File: src/rtl/seven_segment_pkg.sv
// rtl/seven_segment_pkg.sv - shared segment indices, panel state encoding and hex glyph table
package seven_segment_pkg;

  localparam int SEG_A  = 0;
  localparam int SEG_B  = 1;
  localparam int SEG_C  = 2;
  localparam int SEG_D  = 3;
  localparam int SEG_E  = 4;
  localparam int SEG_F  = 5;
  localparam int SEG_G  = 6;
  localparam int SEG_DP = 7;

  typedef enum logic {
    IDLE   = 1'b0,
    SELECT = 1'b1
  } panel_state_e;

  // Active-low glyphs, bit SEG_A in bit 0 through SEG_G in bit 6.
  function automatic logic [6:0] hex_to_segments(input logic [3:0] nibble);
    logic [6:0] glyph;
    case (nibble)
      4'h0: glyph = 7'h40;
      4'h1: glyph = 7'h79;
      4'h2: glyph = 7'h24;
      4'h3: glyph = 7'h30;
      4'h4: glyph = 7'h19;
      4'h5: glyph = 7'h12;
      4'h6: glyph = 7'h02;
      4'h7: glyph = 7'h78;
      4'h8: glyph = 7'h00;
      4'h9: glyph = 7'h10;
      4'hA: glyph = 7'h08;
      4'hB: glyph = 7'h03;
      4'hC: glyph = 7'h46;
      4'hD: glyph = 7'h21;
      4'hE: glyph = 7'h06;
      default: glyph = 7'h0E;
    endcase
    return glyph;
  endfunction

endpackage

File: src/rtl/seven_segment_decoder.sv
// rtl/seven_segment_decoder.sv - combinational hex nibble to active-low a..g segments
module seven_segment_decoder
  import seven_segment_pkg::*;
(
  input  logic [3:0] nibble_i,
  output logic [6:0] segments_no
);

  always_comb begin
    segments_no = hex_to_segments(nibble_i);
  end

endmodule

File: src/rtl/seven_segment_panel.sv
// rtl/seven_segment_panel.sv - N-digit multiplexed hex display with cursor select, dp toggle and blink
module seven_segment_panel
  import seven_segment_pkg::*;
#(
  parameter int DIGITS            = 8,
  parameter int CLOCK_DIVISIONS   = 18,
  parameter int BLINK_DIVISIONS   = 24,
  parameter int TIMEOUT_DIVISIONS = 28,
  localparam int CW               = $clog2(DIGITS)
) (
  input  logic                  clk_i,
  input  logic                  rst_ni,
  input  logic [4*DIGITS-1:0]   data_i,
  input  logic                  button_left_i,
  input  logic                  button_center_i,
  input  logic                  button_right_i,
  output logic [7:0]            segment_enable_no,
  output logic [DIGITS-1:0]     digit_enable_no,
  output logic [DIGITS-1:0]     point_enable_o,
  output logic [CW-1:0]         cursor_o,
  output logic                  selecting_o
);

  localparam logic [CW-1:0]                LAST_DIGIT     = CW'(DIGITS - 1);
  localparam logic [CW-1:0]                CURSOR_ONE     = CW'(1);
  localparam logic [TIMEOUT_DIVISIONS-1:0] TIMEOUT_ONE    = TIMEOUT_DIVISIONS'(1);
  localparam logic [TIMEOUT_DIVISIONS-1:0] TIMEOUT_EXPIRE = ~TIMEOUT_ONE;

  logic [2:0]                   button_prev_q;
  logic [2:0]                   button_edge_q;
  logic                         edge_left, edge_center, edge_right;
  panel_state_e                 state_q;
  logic [CW-1:0]                cursor_q;
  logic [DIGITS-1:0]            points_q;
  logic [TIMEOUT_DIVISIONS-1:0] timeout_q;
  logic [CLOCK_DIVISIONS-1:0]   scan_count_q;
  logic [CW-1:0]                scan_index_q;
  logic [BLINK_DIVISIONS-1:0]   blink_count_q;
  logic [7:0]                   segment_q, segment_d;
  logic [DIGITS-1:0]            digit_q, digit_d;
  logic [3:0]                   nibble;
  logic [6:0]                   glyph_n;
  logic                         blank;

  // Button order in the vectors is {left, center, right}.
  always_ff @(posedge clk_i or negedge rst_ni) begin
    if (!rst_ni) begin
      button_prev_q <= 3'b000;
      button_edge_q <= 3'b000;
    end else begin
      button_prev_q <= {button_left_i, button_center_i, button_right_i};
      button_edge_q <= {button_left_i, button_center_i, button_right_i} & ~button_prev_q;
    end
  end

  assign {edge_left, edge_center, edge_right} = button_edge_q;

  always_ff @(posedge clk_i or negedge rst_ni) begin
    if (!rst_ni) begin
      state_q   <= IDLE;
      cursor_q  <= '0;
      points_q  <= '0;
      timeout_q <= '0;
    end else begin
      case (state_q)
        IDLE: begin
          if (edge_left || edge_right) state_q <= SELECT;
          // Entry into SELECT is always caused by an edge, so this also clears on entry.
          if (|button_edge_q) timeout_q <= '0;
        end
        SELECT: begin
          // Toggle uses the pre-move cursor; left wins over right.
          if (edge_center) points_q <= points_q ^ (DIGITS'(1) << cursor_q);
          if (edge_left) begin
            cursor_q <= (cursor_q == LAST_DIGIT) ? '0 : cursor_q + CURSOR_ONE;
          end else if (edge_right) begin
            cursor_q <= (cursor_q == '0) ? LAST_DIGIT : cursor_q - CURSOR_ONE;
          end
          if (|button_edge_q) begin
            timeout_q <= '0;
          end else begin
            timeout_q <= timeout_q + TIMEOUT_ONE;
            if (timeout_q == TIMEOUT_EXPIRE) state_q <= IDLE;
          end
        end
        default: state_q <= IDLE;
      endcase
    end
  end

  assign nibble = data_i[4*int'(scan_index_q) +: 4];

  seven_segment_decoder u_decoder (
    .nibble_i    (nibble),
    .segments_no (glyph_n)
  );

  always_comb begin
    blank = (state_q == SELECT) && blink_count_q[BLINK_DIVISIONS-1] && (scan_index_q == cursor_q);
    digit_d = ~(DIGITS'(1) << scan_index_q);
    segment_d = 8'hFF;
    if (!blank) begin
      segment_d[SEG_G:SEG_A] = glyph_n;
      segment_d[SEG_DP]      = ~points_q[scan_index_q];
    end
  end

  always_ff @(posedge clk_i or negedge rst_ni) begin
    if (!rst_ni) begin
      scan_count_q  <= '0;
      scan_index_q  <= '0;
      blink_count_q <= '0;
      segment_q     <= 8'hFF;
      digit_q       <= '1;
    end else begin
      scan_count_q  <= scan_count_q + CLOCK_DIVISIONS'(1);
      blink_count_q <= blink_count_q + BLINK_DIVISIONS'(1);
      if (&scan_count_q) begin
        scan_index_q <= (scan_index_q == LAST_DIGIT) ? '0 : scan_index_q + CURSOR_ONE;
      end
      segment_q <= segment_d;
      digit_q   <= digit_d;
    end
  end

  assign segment_enable_no = segment_q;
  assign digit_enable_no   = digit_q;
  assign point_enable_o    = points_q;
  assign cursor_o          = cursor_q;
  assign selecting_o       = (state_q == SELECT);

endmodule

File: config.mk
export PLATFORM = sky130hd
export DESIGN_NAME = seven_segment_panel
export DESIGN_NICKNAME = d
export VERILOG_FILES = /design/src/rtl/seven_segment_pkg.sv /design/src/rtl/seven_segment_decoder.sv /design/src/rtl/seven_segment_panel.sv
export SDC_FILE = /design/constraint.sdc
export NUM_CORES = 1
export LEC_CHECK = 0
export BUFFER_PORTS_ARGS = -buffer_cell sky130_fd_sc_hd__buf_2
export CORE_MARGIN = 1
export CORE_UTILIZATION = 55
export CTS_CLUSTER_SIZE = 40
export DETAILED_ROUTE_END_ITERATION = 10
export GPL_TIMING_DRIVEN = 0
export PLACE_DENSITY = 0.76
export SLEW_MARGIN = 20
export SYNTH_ARGS = -nofsm -noshare
export SYNTH_HDL_FRONTEND = slang
export SYNTH_SLANG_ARGS = --single-unit
File: constraint.sdc
create_clock -name clk_i -period 4 [get_ports clk_i]
set_input_delay 0 -clock clk_i [delete_from_list [all_inputs] [get_ports clk_i]]
set_output_delay 0 -clock clk_i [all_outputs]
set_load 0.05 [all_outputs]
Word-level counts from Yosys, hierarchy flattened. Memories as Yosys holds them, arrays and structs flattened. Index checks and enable logic that the tools add are counted.

Add/sub/neg operators: 6. Magnitude comparators: 1. Equal/unequal tests: 5. Shift operators: 3. Muxes and demuxes: 15. Bitwise logic cells: 6. Reductions and logical operators: 9.

Operator list (count): 2-to-1 mux 28 bit (2); one-hot mux 28 bit (2 select lines) (1); variable part select 32 x 6 -> 4 bit (1); adder 28 x 1 -> 28 bit, second input constant (1); == test 28 bit, second input constant (1); adder 24 x 1 -> 24 bit, second input constant (1); adder 18 x 1 -> 18 bit, second input constant (1); AND reduction 18 bit (1); << shifter 1 x 3 -> 8 bit, first input constant (2); 2-to-1 mux 3 bit (5); 2-to-1 mux 8 bit (1); NOT 8 bit (1); bitwise XOR 8 bit (1); adder 3 x 1 -> 3 bit, second input constant (2); == test 3 bit, second input constant (2); < comparator 3 x 4 -> 1 bit, second input constant (1); 2-to-1 mux 1 bit (4); AND reduction 2 bit (2); bitwise AND 3 bit (1); binary-select mux 1 bit (select 3 bit) (1); == test 3 bit (1); zero test 3 bit (1); NOT 3 bit (1); OR reduction 3 bit (1); other kinds (7) (9).

Register bits after elaboration: 107. ROM bits: 112. Input bits: 37. Output and inout bits: 28. Logic and storage cells: 57. Memories: 1.

Memory list: (no name shown) (depth 16, width 7, rd ports 1, clocked after Yosys merged registers in 0, wr ports 0, RTL line seven_segment_pkg.sv:21) `case (nibble)`.

Logic depth before layout (Yosys ltp). Gate-level depths: netlist (run 1).

Word-level depth: 4. Mapped depth: 10. Gate-level depth less buffers: 8.

By module. From an unflattened synthesis (run 1), not the netlist that was laid out.

Cells, all modules: 493. Area total of the unflattened synthesis: 5373.9 um^2.

Modules (own cells, without submodules): seven_segment_panel (times used 1, cells each 461, area each 5098.6 um^2); seven_segment_decoder (times used 1, cells each 32, area each 275.3 um^2).

Least setup slack after synthesis (run 1). No wires, ideal clock.

Kind: reg2reg. From: register scan_index_q[0]. To: register segment_q[3], in the netlist segment_enable_no[3]. Setup time: 92 ps. Arrival: 2085 ps. Setup slack: 1823 ps. Cell stages (with the launch flop): 11. Path through: dfrtp_1 -> buf_6 -> buf_6 -> mux4_2 -> nand2_1 -> and2_1 -> inv_1 -> ha_1 -> and3_1 -> nor3_1 -> a31oi_1.

Cells in the longest elaborated chain, start to end: 3.

Ends and longest elaborated chain: start: declaration (RTL line seven_segment_panel.sv:37) `logic [CW-1:0] scan_index_q;`; start signal: assignment (RTL line seven_segment_panel.sv:119) `scan_index_q <= (scan_index_q == LAST_DIGIT) ? '0 : scan_index_q + CURSOR_ONE;`; variable part select 32 x 6 -> 4 bit / == test 3 bit (equally long branches) (RTL line seven_segment_panel.sv:91, seven_segment_panel.sv:99); memory (16 x 7 bit) / logical AND 1 bit (equally long branches); 2-to-1 mux 8 bit * (RTL line seven_segment_panel.sv:102) `if (!blank) begin`; via segment_d[3] (RTL line seven_segment_panel.sv:39) `logic [7:0] segment_q, segment_d;`; end signal: assignment (RTL line seven_segment_panel.sv:121) `segment_q <= segment_d;`; end: declaration (RTL line seven_segment_panel.sv:39).

The timed path passes the listed nets; every way through them passes the cells marked *. A chain may end at the register's enable or synchronous reset.

Final worst setup path (run 1). Same ends and word-level chain as after synthesis.

==> results by group, run 1 <==
Yosys
  • Async SR Flop Fraction: 100%
  • Post-Syn Area per Cell: 11.1 µm²
  • Synthesis-stage register bit count: 107
  • Distinct cells, synth: 53
  • Dominant cells by area after synthesis: dfrtp_1 43%, xnor2_1 9.6%, dfstp_2 8.0%
  • Syn_nets: 534
  • Register area share after synthesis: about half
  • Netlist Area Pre-Place: between 5000 and 6000 µm²
  • Main synth FF type: dfrtp_1
  • Top cell type's share of synthesized area: 43.1%
  • Synthesis Warnings: 0
  • Synth Instances: about 470
  • Cell taking the most area after synthesis: dfrtp_1
  • EDFF count, synth: 0

Die
  • Row count: 35
  • # IOs: 65
  • Die Y: roughly 100 µm
  • Die Width: 100 µm
  • Initial Util: between 50 and 60%
  • Core Box Area: just over 9000 µm²
  • Die area: between 9000 and 10,000 µm²

Finish
  • ANT cells: 0
  • Synthesis-to-layout area growth: 14.4%
  • Total Nets Final: 614
  • Layout Cells excl Fill: slightly below 700
  • Sequential cell area: between 2000 and 3000 µm²
  • Multi-input gate area: ~2400 µm²
  • Ratio of cells with drive above 1 in the final layout: 22.7%
  • Fillcell total: 735

Timing
  • Hold_ws: 38.9 ps
  • Final setup violation count: 0
  • Clock Skews: 16.1 ps
  • PnR worst setup slack: 1470 ps
  • Slew Limit Fails: 0
  • Slew margin rel.: between 50% and 60%
  • Final Hold Viols: 0
  • Actual slew at the worst max-slew pin: between 700 and 800 ps
  • Final Cycle Share: a little over three fifths
  • Setup TNS: 0 ps
  • Fin crit period: about 2500 ps
  • Max Freq: roughly 400 MHz
  • RSZ-0062 raised after global routing: false

Job
  • Max-Cap Viols: 0

Global route
  • Initial antenna violation count: 0
  • Pin count of the biggest net entering global routing: 80
  • GR Util All Layers: roughly 22%
  • GRT Residual Overflow: 0
  • First-pass GRT wire length: about 17 mm
  • Number of global-route vias before repair: approximately 3,700

Route
  • Vias: 3,724
  • Via/cell ratio: approximately 5.4
  • First-pass DRT Iterations: 4
  • WL per Instance: ~15 µm
  • Detail Route Antenna Nets: 0
  • DRC viols: 0
  • Drt initial violations: 239
  • Post-Route WL: 10.3 mm

Critical path
  • Crit end category: flop
  • Crit-path max FO: 10
  • Kind of critical path: flop to flop
  • Critical path data arrival time: 2830 ps
  • Nature of the critical path startpoint: flop
  • FF-to-FF path depth: 10
  • Crit path required time: 4300 ps

Clocking
  • Clock Latency Late Sink: 380 ps
  • Clock-pin slew on the worst setup and hold paths: 120 ps
  • Num CTS Buffers: 9
  • Post-CTS setup repair buffer count: 0
  • CTS tree: done
  • CTS Sinks: between 100 and 150
  • H-tree Lvls: 3
  • Maximum clock path buffer count: 2
  • Root Buffer: clkbuf_8

Hold path
  • Hold/Removal Path Class: input port to asynchronous set/reset pin

Placement
  • DP HPWL: 7.36 mm
  • Placed Cells: 668
  • DP Worst Slack: about 1500 ps
  • GPL Wtd Cong: 0.831
  • IO buf count: between 60 and 70

Status
  • Status: finished, final reports clean

Pwr
  • Peak supply drop: 0.000191 V
  • Leakage power: 2.72 nW
  • PD cells: ~420 nW/µm²
==> critical path, cell delays in order (launching register included) <==
cell and delay [ps]:
dfrtp_1 410, buf_6 170, buf_6 180, mux4_2 520, nand2_1 80, and2_1 220
inv_1 130, ha_1 280, and3_1 170, nor3_1 220, a31oi_1 60
==> flip-flops by register name (all words and copies together) (netlist names) <==
name and flops:
selecting_o 1, scan_index_q 3, button_prev_q 3, blink_count_q 24, digit_enable_no 8, button_edge_q 3, cursor_o 3, point_enable_o 8
segment_enable_no 8, scan_count_q 18, timeout_q 28
==> where the power goes <==
group / leakage [nW] / total (mW) / internal, mW / switching [mW]
sequential: 1.37 / 1.26 / 1.16 / 0.0934
clock: 0.102 / 0.670 / 0.250 / 0.421
combinational: 1.25 / 0.593 / 0.185 / 0.408
total: 2.72 / 2.52 / 1.60 / 0.923
==> final cells by class <==
| class | count | share of cell area, % |
|---|---|---|
| inverter | 21 | 1.31 |
| timing repair buffer | 69 | 6.53 |
| tap | 129 | 2.67 |
| multi-input combinational | 335 | 40.3 |
| clock inverter | 7 | 1.31 |
| sequential | 107 | 44.7 |
| clock buffer | 9 | 2.05 |
| buffer | 11 | 1.10 |
==> synth_stat cells (all sizes together) (2+ instances only) <==
library cell   n
dfrtp         91
xnor2         58
nand2         47
nor2          42
nand3         31
ha            23
inv           21
xor2          18
dfstp         16
nand4         13
nor3          12
and3          11
nor4           9
mux2i          8
mux4           8
buf            6
nor2b          6
o21ai          6
a21oi          5
and4           5
clkbuf         5
or3            5
mux2           4
and2           3
o221ai         3
a31oi          2
or2            2
==> final timing paths <==
| kind | start | end | slack (ps) |
|---|---|---|---|
| setup / recovery | scan_index_q[0] | segment_enable_no[3] | 1470 |
| hold / removal | rst_ni | scan_count_q[13] | 40 |
| setup reg to reg | scan_index_q[0] | segment_enable_no[3] | 1470 |
| hold reg to reg | button_prev_q[0] | button_edge_q[0] | 400 |
| max in group asynchronous | rst_ni | blink_count_q[12] | 3290 |
| min in group clk_i | data_i[2] | segment_enable_no[4] | 260 |
==> cell families (layout without fill, tap and decap cells) <==
family | after synthesis | in the layout | share of synthesized area (%)
AOI/OAI and AO/OA | 25 | 25 | 3.32
muxes | 20 | 20 | 6.02
buffers and inverters | 32 | 117 | 2.75
xor gates and xnor gates | 76 | 76 | 12.6
and+or+nand+nor | 191 | 191 | 18.7
adders and majority gates | 23 | 23 | 5.45
DFF | 107 | 107 | 51.1
==> timing repair <==
| item | in CTS | in global routing |
|---|---|---|
| gates resized for setup | 0 | 0 |
| endpoints found under the hold margin | 113 | 0 |
| hold buffers | 4 | 0 |
==> routing by layer <==
layer	up-vias	track usage [%]	wire [µm]
met1	1831	29.4	4690
met5	-	0	0
met3	13	3.76	481
met2	102	36.9	4990
met4	0	7.69	135
li1	1778	-	-
==> stage by stage <==
| step | utilization, % | total power, mW | area, µm² |
|---|---|---|---|
| finish | 65.0 | 2.52 | 6040 |
| global route | 65.0 | 2.62 | 6040 |
| CTS | 65.0 | 2.53 | 6040 |
| detailed placement | 62.4 | 1.87 | 5790 |
| global placement | 62.0 | 1.84 | 5760 |
| floorplan | - | 1.68 | 5280 |
==> cell usage in the layout (no fill, tap or decap), types with 4 or more instances in the layout <==
cell           netlist  layout
ha_1                23      23
buf_6                3       4
or3_1                4       4
a21oi_1              5       5
nand4_1             12      12
nor2b_1              6       6
dfrtp_1             91      91
and4_1               4       4
inv_1               20      20
xor2_1              18      18
nand2_1             45      45
clkbuf_1             5       5
xnor2_1             58      58
mux4_2               8       8
mux2i_1              7       7
and3_1              11      11
buf_2                2      65
dfstp_2             16      16
nor3_1              11      11
o21ai_0              5       5
nor4_1               9       9
nor2_1              42      42
nand3_1             30      30
dlygate4sd3_1        0       4
clkbuf_8             0       9
Note: power is estimated with default switching activity, not from simulation.
==> run 2: changes to the inputs <==
--- a/config.mk
+++ b/config.mk
@@ -5,9 +5,10 @@
 export SDC_FILE = /design/constraint.sdc
 export NUM_CORES = 1
 export LEC_CHECK = 0
+export ABC_AREA = 1
 export BUFFER_PORTS_ARGS = -buffer_cell sky130_fd_sc_hd__buf_2
 export CORE_MARGIN = 1
-export CORE_UTILIZATION = 55
+export CORE_UTILIZATION = 53
 export CTS_CLUSTER_SIZE = 40
 export DETAILED_ROUTE_END_ITERATION = 10
 export GPL_TIMING_DRIVEN = 0
==> constraint.sdc (replaced) <==
create_clock -name clk_i -period 2.15 [get_ports clk_i]
set_input_delay 0 -clock clk_i [delete_from_list [all_inputs] [get_ports clk_i]]
set_output_delay 0 -clock clk_i [all_outputs]
set_load 0.05 [all_outputs]
==> run 2 against run 1 <==
  * Worst setup slack worse by 1300 ps
  * Die area increased by 15%
  * Utilization shrank 3.5 points
  * Sequential share of layout area is 4.0 points lower
  * Clock-buffer cell count unchanged
  * Sequential power is 82% higher
  * Total power up 86%
  * Non-clock buffer count unchanged
  * Largest cell class is now multi-input combinational cells
  * Highest routed layer unchanged
==> results by group, run 2 <==
Global route
  • GR Util All Layers: 22.9% (was 22.1%)
  • Initial antenna violation count: 0 (unchanged)
  • GRT Residual Overflow: 0 (unchanged)
  • Pin count of the biggest net entering global routing: 83 (was 80)
  • Met2 GRT Util: 38.5% (was 36.9%)
  • Number of global-route vias before repair: 4,642 (was 3,694)
  • Most Used Layer, Global Route: met2 (unchanged)
  • Met3 usage: 4.80% (was 3.76%)
  • First-pass GRT wire length: 20.8 mm (was 17.4 mm)
  • Met1 Use GR: 29.7% (was 29.4%)

Yosys
  • Most frequent cell after synthesis: nand2_1 (was dfrtp_1)
  • Cell taking the most area after synthesis: dfrtp_1 (unchanged)
  • Async SR Flop Fraction: 100% (unchanged)
  • Synth cell count leaders: 177 x nand2_1, 91 x dfrtp_1, 90 x inv_1 (was 91 x dfrtp_1, 58 x xnor2_1, 45 x nand2_1)
  • Distinct cells, synth: 41 (was 53)
  • EDFF count, synth: 0 (unchanged)
  • Top cell type's share of synthesized area: 38.8% (was 43.1%)
  • Synthesis Warnings: 0 (unchanged)
  • Register area share after synthesis: 46.0% (was 51.1%)
  • Netlist Area Pre-Place: 5870 µm² (was 5280 µm²)
  • Post-Syn Area per Cell: 8.24 µm² (was 11.1 µm²)
  • Syn_nets: 772 (was 534)
  • Synth Instances: 712 (was 474)
  • Synthesis-stage register bit count: 107 (unchanged)
  • Dominant cells by area after synthesis: dfrtp_1 39%, nand2_1 11%, dfstp_2 7.2% (was dfrtp_1 43%, xnor2_1 9.6%, dfstp_2 8.0%)
  • Main synth FF type: dfrtp_1 (unchanged)

Pwr
  • Switching share of total power: 37.3% (was 36.6%)
  • Sw power: 1.74 mW (was 0.923 mW)
  • Combinational power share: 24.6% (was 23.6%)
  • PD cells: 705 nW/µm² (was 417 nW/µm²)
  • Total power: 4.68 mW (was 2.52 mW)
  • Sequential Power Share: 49.0% (was 49.8%)
  • Clock Power Share: 26.3% (was 26.6%)
  • Peak supply drop: 0.000690 V (was 0.000191 V)
  • Leakage power: 3.28 nW (was 2.72 nW)
  • Internal power: 2.93 mW (was 1.60 mW)

Finish
  • Most common cell after layout, fill and taps aside: nand2_1 (was dfrtp_1)
  • ANT cells: 0 (unchanged)
  • Synthesis-to-layout area growth: 13.1% (was 14.4%)
  • Most flop-heavy register: timeout_q (unchanged)
  • Fillcell total: 950 (was 735)
  • Max FFs per register: 28 (unchanged)
  • Most frequent cells in the layout: 177 x nand2_1, 90 x inv_1, 90 x dfrtp_1 (was 91 x dfrtp_1, 65 x buf_2, 58 x xnor2_1)
  • Ratio of cells with drive above 1 in the final layout: 18.6% (was 22.7%)
  • Core Util, Final: 61.5% (was 65.0%)
  • Total Nets Final: 852 (was 614)
  • Layout Cells excl Fill: 937 (was 688)
  • Biggest regs: timeout_q (28), blink_count_q (24), scan_count_q (18) (unchanged)

Placement
  • IO buf count: 64 (unchanged)
  • GPL Wtd Cong: 0.900 (was 0.831)
  • DP Worst Slack: 159 ps (was 1510 ps)
  • DP HPWL: 9.02 mm (was 7.36 mm)
  • Placed Cells: 917 (was 668)

Critical path
  • Crit-path max FO: 11 (was 10)
  • Crit end category: flop (unchanged)
  • Critical-path top delay cell: dfrtp_2 (was mux4_2)
  • Delay-heaviest family, CP: simple AND/OR/NAND/NOR gates (unchanged)
  • Nature of the critical path startpoint: flop (unchanged)
  • Most common cell on crit path: nand3_1 (was buf_6)
  • Crit path required time: 2460 ps (was 4300 ps)
  • Kind of critical path: flop to flop (unchanged)
  • CP cell instances: inv_2 -> buf_6 -> buf_6 -> nand2_1 -> nand3_1 -> nand3_1 -> nand2_2 -> inv_1 -> ha_1 -> nand3_1 -> nand2_1 -> nand2_1 -> nand3_1 (was buf_6 -> buf_6 -> mux4_2 -> nand2_1 -> and2_1 -> inv_1 -> ha_1 -> and3_1 -> nor3_1 -> a31oi_1)
  • CP bufs+invs: 4 (was 3)
  • Critical path data arrival time: 2330 ps (was 2830 ps)
  • Critical Path Max Stage Delay: 480 ps (was 520 ps)

Die
  • Die Y: 107 µm (was 100 µm)
  • Row count: 38 (was 35)
  • # IOs: 65 (unchanged)
  • Die area: 11,500 µm² (was 9990 µm²)
  • Die Width: 107 µm (was 100 µm)
  • Initial Util: 54.4% (was 56.8%)
  • Core Box Area: 10,800 µm² (was 9280 µm²)

Clocking
  • Maximum clock path buffer count: 2 (unchanged)
  • CTS tree: done (unchanged)
  • Num CTS Buffers: 9 (unchanged)
  • Clock-pin slew on the worst setup and hold paths: 120 ps (about the same)
  • Root Buffer: clkbuf_8 (unchanged)
  • Clock Latency Late Sink: 390 ps (was 380 ps)
  • CTS Sinks: 107 (unchanged)
  • H-tree Lvls: 3 (unchanged)

Timing
  • PnR worst setup slack: 125 ps (was 1470 ps)
  • Clock Skews: 18.0 ps (was 16.1 ps)
  • Final Cycle Share: 94.2% (was 63.1%)
  • Fin crit period: 2030 ps (was 2530 ps)
  • RSZ-0062 raised after global routing: false (unchanged)
  • Final setup violation count: 0 (unchanged)
  • Slew Limit Fails: 0 (unchanged)
  • Slew margin rel.: 64.6% (was 51.3%)
  • Final Hold Viols: 0 (unchanged)
  • Actual slew at the worst max-slew pin: 530 ps (was 726 ps)
  • Max Freq: 494 MHz (was 396 MHz)

Job
  • Max-Cap Viols: 0 (unchanged)

Route
  • Post-Route WL: 12.1 mm (was 10.3 mm)
  • DRC viols: 0 (unchanged)
  • Detail Route Antenna Nets: 0 (unchanged)
  • Via/cell ratio: 5.12 (was 5.41)
  • First-pass DRT Iterations: 6 (was 4)
  • Vias: 4,793 (was 3,724)
  • Drt initial violations: 283 (was 239)
  • WL per Instance: 12.9 µm (was 15.0 µm)

Hold path
  • Hold/Removal Path Class: input port to asynchronous set/reset pin (unchanged)

Status
  • Status: finished, final reports clean (unchanged)
run 2: through the flow:
stage | cell area, µm² | hold slack (ps) | setup TNS (ps)
2_1_floorplan | 5870 | -296 | 0
4_1_cts | 6640 | 21.5 | 0
3_3_place_gp | 6360 | 122 | -7720
6_report | 6640 | 32.6 | 0
3_5_place_dp | 6400 | -119 | 0
5_1_grt | 6640 | 48.4 | 0
run 2: per-layer routing:
metal  wire (µm)  vias to the layer above
met2        5970                       86
met5           0                        -
met3         407                       16
met4         187                        0
li1            -                     2420
met1        5510                     2271
run 2: area by class of cell:
type	instances	area [µm²]	share of cell area [%]
Multi-Input combinational cell	500	2740	41.3
Sequential cell	107	2700	40.7
Timing Repair Buffer	69	394	5.94
Inverter	94	353	5.32
Tap cell	140	175	2.64
Clock buffer	9	124	1.87
Buffer	11	76.3	1.15
Clock inverter	7	72.6	1.09
run 2: path summary, 6_finish.rpt:
check,startpoint,to,slack [ps],cells past startpoint
max in group asynchronous,rst_ni,digit_enable_no[5],1430,3
setup reg to reg,scan_index_q[0],segment_enable_no[5],120,13
hold / removal,rst_ni,timeout_q[25],30,2
min in group clk_i,data_i[24],segment_enable_no[1],170,8
setup / recovery,scan_index_q[0],segment_enable_no[5],120,13
hold reg to reg,button_prev_q[2],button_edge_q[2],420,1
run 2: what timing repair did:
item,4_1_cts,5_1_grt
setup buffers,0,0
setup endpoints to repair,0,4
hold buffers,4,0
hold endpoints to repair,97,0
gates resized for setup,0,1
run 2: power by group through the flow:
| stage | clock network (mW) | registers (mW) | logic [mW] |
|---|---|---|---|
| after global placement | 0 | 2.33 | 1.11 |
| after detailed placement | 0 | 2.33 | 1.15 |
| after floorplan | 0 | 2.74 | 0.393 |
| final | 1.23 | 2.29 | 1.15 |
| after global routing | 1.36 | 2.32 | 1.25 |
| after CTS | 1.27 | 2.29 | 1.16 |
run 2: cell families after synthesis:
| kind of cell | after synthesis | synth area share, % |
|---|---|---|
| AOI/OAI and AO/OA | 50 | 5.05 |
| xor gates and xnor gates | 47 | 7.01 |
| adders and majority gates | 23 | 4.90 |
| buffers and inverters | 105 | 7.31 |
| DFF | 107 | 46.0 |
| and+or+nand+nor | 380 | 29.8 |
==> run 3: changes to the inputs <==
--- a/config.mk
+++ b/config.mk
@@ -7,12 +7,13 @@
 export LEC_CHECK = 0
 export ABC_AREA = 1
 export BUFFER_PORTS_ARGS = -buffer_cell sky130_fd_sc_hd__buf_2
-export CORE_MARGIN = 1
+export CORE_MARGIN = 3
 export CORE_UTILIZATION = 53
 export CTS_CLUSTER_SIZE = 40
 export DETAILED_ROUTE_END_ITERATION = 10
 export GPL_TIMING_DRIVEN = 0
 export PLACE_DENSITY = 0.76
+export REMOVE_ABC_BUFFERS = 1
 export SLEW_MARGIN = 20
 export SYNTH_ARGS = -nofsm -noshare
 export SYNTH_HDL_FRONTEND = slang
==> run 3 against run 2 <==
  * Clock skew is 11 ps lower
  * Design area is 0.81% lower
  * Sequential power hardly changed
  * Sequential share of layout area is 0.45 points higher
  * Via count is 0.13% lower
  * Register-to-register slack better by 100 ps
  * Fmax is 5.3% higher
  * Critical endpoint is now segment_enable_no[3]
  * Largest power group unchanged
==> results by group, run 3 (same netlist as run 2, synthesis figures left out) <==
Status
  • Status: finished, final reports clean (unchanged)

Clocking
  • CTS Sinks: 107 (unchanged)
  • Maximum clock path buffer count: 2 (unchanged)
  • Clock-pin slew on the worst setup and hold paths: 100 ps (was 120 ps)
  • Num CTS Buffers: 9 (unchanged)
  • Clock Latency Late Sink: 380 ps (was 390 ps)
  • H-tree Lvls: 3 (unchanged)
  • Root Buffer: clkbuf_8 (unchanged)
  • CTS tree: done (unchanged)

Die
  • Die Y: 111 µm (was 107 µm)
  • Initial Util: 55.6% (was 54.4%)
  • Row count: 37 (was 38)
  • # IOs: 65 (unchanged)
  • Core Box Area: 10,600 µm² (was 10,800 µm²)
  • Die area: 12,400 µm² (was 11,500 µm²)
  • Die Width: 111 µm (was 107 µm)

Critical path
  • Kind of critical path: flop to flop (unchanged)
  • Delay-heaviest family, CP: simple AND/OR/NAND/NOR gates (unchanged)
  • Critical Path Max Stage Delay: 580 ps (was 480 ps)
  • CP bufs+invs: 2 (was 4)
  • Crit path required time: 2450 ps (was 2460 ps)
  • Crit-path max FO: 24 (was 11)
  • Critical-path top delay cell: dfrtp_4 (was dfrtp_2)
  • Most common cell on crit path: nand3_1 (unchanged)
  • FF-to-FF path depth: 11 (was 13)
  • Nature of the critical path startpoint: flop (unchanged)
  • Worst r2r dst: segment_enable_no[3] (was segment_enable_no[5])
  • FF-to-FF Start: scan_index_q[0] (unchanged)
  • Critical path data arrival time: 2220 ps (was 2330 ps)
  • Crit end category: flop (unchanged)
  • CP cell instances: inv_6 -> nand2_1 -> nand3_1 -> nand3_1 -> nand2_2 -> inv_1 -> ha_1 -> nand3_1 -> nand2_1 -> nand2_1 -> nand3_1 (was inv_2 -> buf_6 -> buf_6 -> nand2_1 -> nand3_1 -> nand3_1 -> nand2_2 -> inv_1 -> ha_1 -> nand3_1 -> nand2_1 -> nand2_1 -> nand3_1)
  • R2R Setup Slk: 230 ps (was 120 ps)

Pwr
  • Total power: 4.57 mW (was 4.68 mW)
  • Internal power: 2.93 mW (about the same)
  • PD cells: 694 nW/µm² (was 705 nW/µm²)
  • Leakage power: 3.23 nW (was 3.28 nW)
  • Combinational power share: 24.3% (was 24.6%)
  • Switching share of total power: 35.9% (was 37.3%)
  • Sw power: 1.64 mW (was 1.74 mW)
  • Clock Power Share: 25.2% (was 26.3%)
  • Peak supply drop: 0.000905 V (was 0.000690 V)
  • Sequential Power Share: 50.5% (was 49.0%)

Global route
  • First-pass GRT wire length: 20.9 mm (was 20.8 mm)
  • Initial antenna violation count: 0 (unchanged)
  • GRT Residual Overflow: 0 (unchanged)
  • Met1 Use GR: 26.8% (was 29.7%)
  • GR Util All Layers: 20.2% (was 22.9%)
  • Met2 GRT Util: 34.0% (was 38.5%)
  • Met3 usage: 2.78% (was 4.80%)
  • Number of global-route vias before repair: 4,711 (was 4,642)
  • Most Used Layer, Global Route: met2 (unchanged)
  • Pin count of the biggest net entering global routing: 84 (was 83)

Timing
  • Slew margin rel.: 70.6% (was 64.6%)
  • Clock Skews: 6.88 ps (was 18.0 ps)
  • Max Freq: 520 MHz (was 494 MHz)
  • RSZ-0062 raised after global routing: false (unchanged)
  • Fin crit period: 1920 ps (was 2030 ps)
  • Setup TNS: 0 ps (unchanged)
  • Final Cycle Share: 89.5% (was 94.2%)
  • PnR worst setup slack: 227 ps (was 125 ps)
  • Final Hold Viols: 0 (unchanged)
  • Final setup violation count: 0 (unchanged)
  • Slew Limit Fails: 0 (unchanged)
  • Actual slew at the worst max-slew pin: 441 ps (was 530 ps)
  • Hold_ws: 30.3 ps (was 32.6 ps)

Route
  • WL per Instance: 12.9 µm (about the same)
  • DRC viols: 0 (unchanged)
  • Post-Route WL: 11.9 mm (was 12.1 mm)
  • Drt initial violations: 296 (was 283)
  • Via/cell ratio: 5.18 (was 5.12)
  • First-pass DRT Iterations: 4 (was 6)
  • Vias: 4,787 (was 4,793)
  • Detail Route Antenna Nets: 0 (unchanged)

Finish
  • Layout Cells excl Fill: 925 (was 937)
  • Ratio of cells with drive above 1 in the final layout: 18.5% (was 18.6%)
  • Synthesis-to-layout area growth: 12.2% (was 13.1%)
  • Total Nets Final: 844 (was 852)
  • Most flop-heavy register: timeout_q (unchanged)
  • Most frequent cells in the layout: 177 x nand2_1, 88 x inv_1, 88 x dfrtp_1 (was 177 x nand2_1, 90 x inv_1, 90 x dfrtp_1)
  • ANT cells: 0 (unchanged)
  • Biggest regs: timeout_q (28), blink_count_q (24), scan_count_q (18) (unchanged)
  • Most common cell after layout, fill and taps aside: nand2_1 (unchanged)
  • Max FFs per register: 28 (unchanged)

Hold path
  • Hold/Removal Path Class: input port to asynchronous set/reset pin (unchanged)

Placement
  • DP Worst Slack: -309 ps (was 159 ps)
  • DP HPWL: 8.75 mm (was 9.02 mm)
  • IO buf count: 64 (unchanged)
  • GPL Wtd Cong: 0.915 (was 0.900)
  • Placed Cells: 902 (was 917)

Job
  • Max-Cap Viols: 0 (unchanged)
## run 3: cell count changes in the layout (fill, tap and decap cells not counted), sizes merged
| cell | change |
|---|---|
| inv | -7 |
| clkinvlp | +2 |
| clkinv | +3 |
| clkbuf | +1 |
| buf | -7 |
## run 3: cell type report
cell class | count | area (µm²)
multi-input cells | 500 | 2740
clock inverters | 5 | 38.8
fillers | 934 | 3970
repair buffers | 72 | 417
clock buffers | 11 | 141
inverters | 94 | 367
well taps | 136 | 170
flip-flops and latches | 107 | 2710
## run 3: worst reg2reg max path: stages, from the launching register on
cell	delay (ps)
dfrtp_4	580
inv_6	200
nand2_1	90
nand3_1	70
nand3_1	90
nand2_2	150
inv_1	100
ha_1	220
nand3_1	130
nand2_1	80
nand2_1	70
nand3_1	80
## run 3: power by group through the flow
stage / Sequential [mW] / Combinational (mW) / Clock, mW
2_1_floorplan: 2.75 / 0.368 / 0
4_1_cts: 2.31 / 1.11 / 1.20
6_report: 2.31 / 1.11 / 1.15
3_3_place_gp: 2.34 / 1.07 / 0
5_1_grt: 2.33 / 1.19 / 1.27
3_5_place_dp: 2.35 / 1.11 / 0
## run 3: worst max-delay path by stage
stage                                 from                   end  slack [ps]  cells past startpoint
after floorplan            scan_index_q[0]  segment_enable_no[5]         210                     12
after global placement     scan_index_q[0]  segment_enable_no[6]        -210                     12
after global routing      button_edge_q[2]         timeout_q[11]          20                      7
final                      scan_index_q[0]  segment_enable_no[3]         230                     11
after detailed placement   scan_index_q[0]  segment_enable_no[3]        -310                     12
after CTS                  scan_index_q[2]  segment_enable_no[3]          70                      9
## run 3: through the flow
stage / cell area, µm² / util [%]
after global routing: 6580 / 62.4
after floorplan: 5790 / -
after CTS: 6540 / 62.0
after detailed placement: 6320 / 59.9
after global placement: 6280 / 59.5
final: 6580 / 62.4
## run 3: per-layer routing
layer	vias to the layer above	part of all wire [%]	wire [µm]
li1	2396	-	-
met1	2294	46	5530
met2	83	49	5840
met3	14	3.1	367
met4	0	1.4	167
met5	-	0	0
## run 3: timing repair
item / in CTS / in global routing
resized for setup: 4 / 6
setup buffers: 0 / 3
setup endpoints to repair: 7 / 11
hold endpoints to repair: 105 / 0
hold buffers: 4 / 0
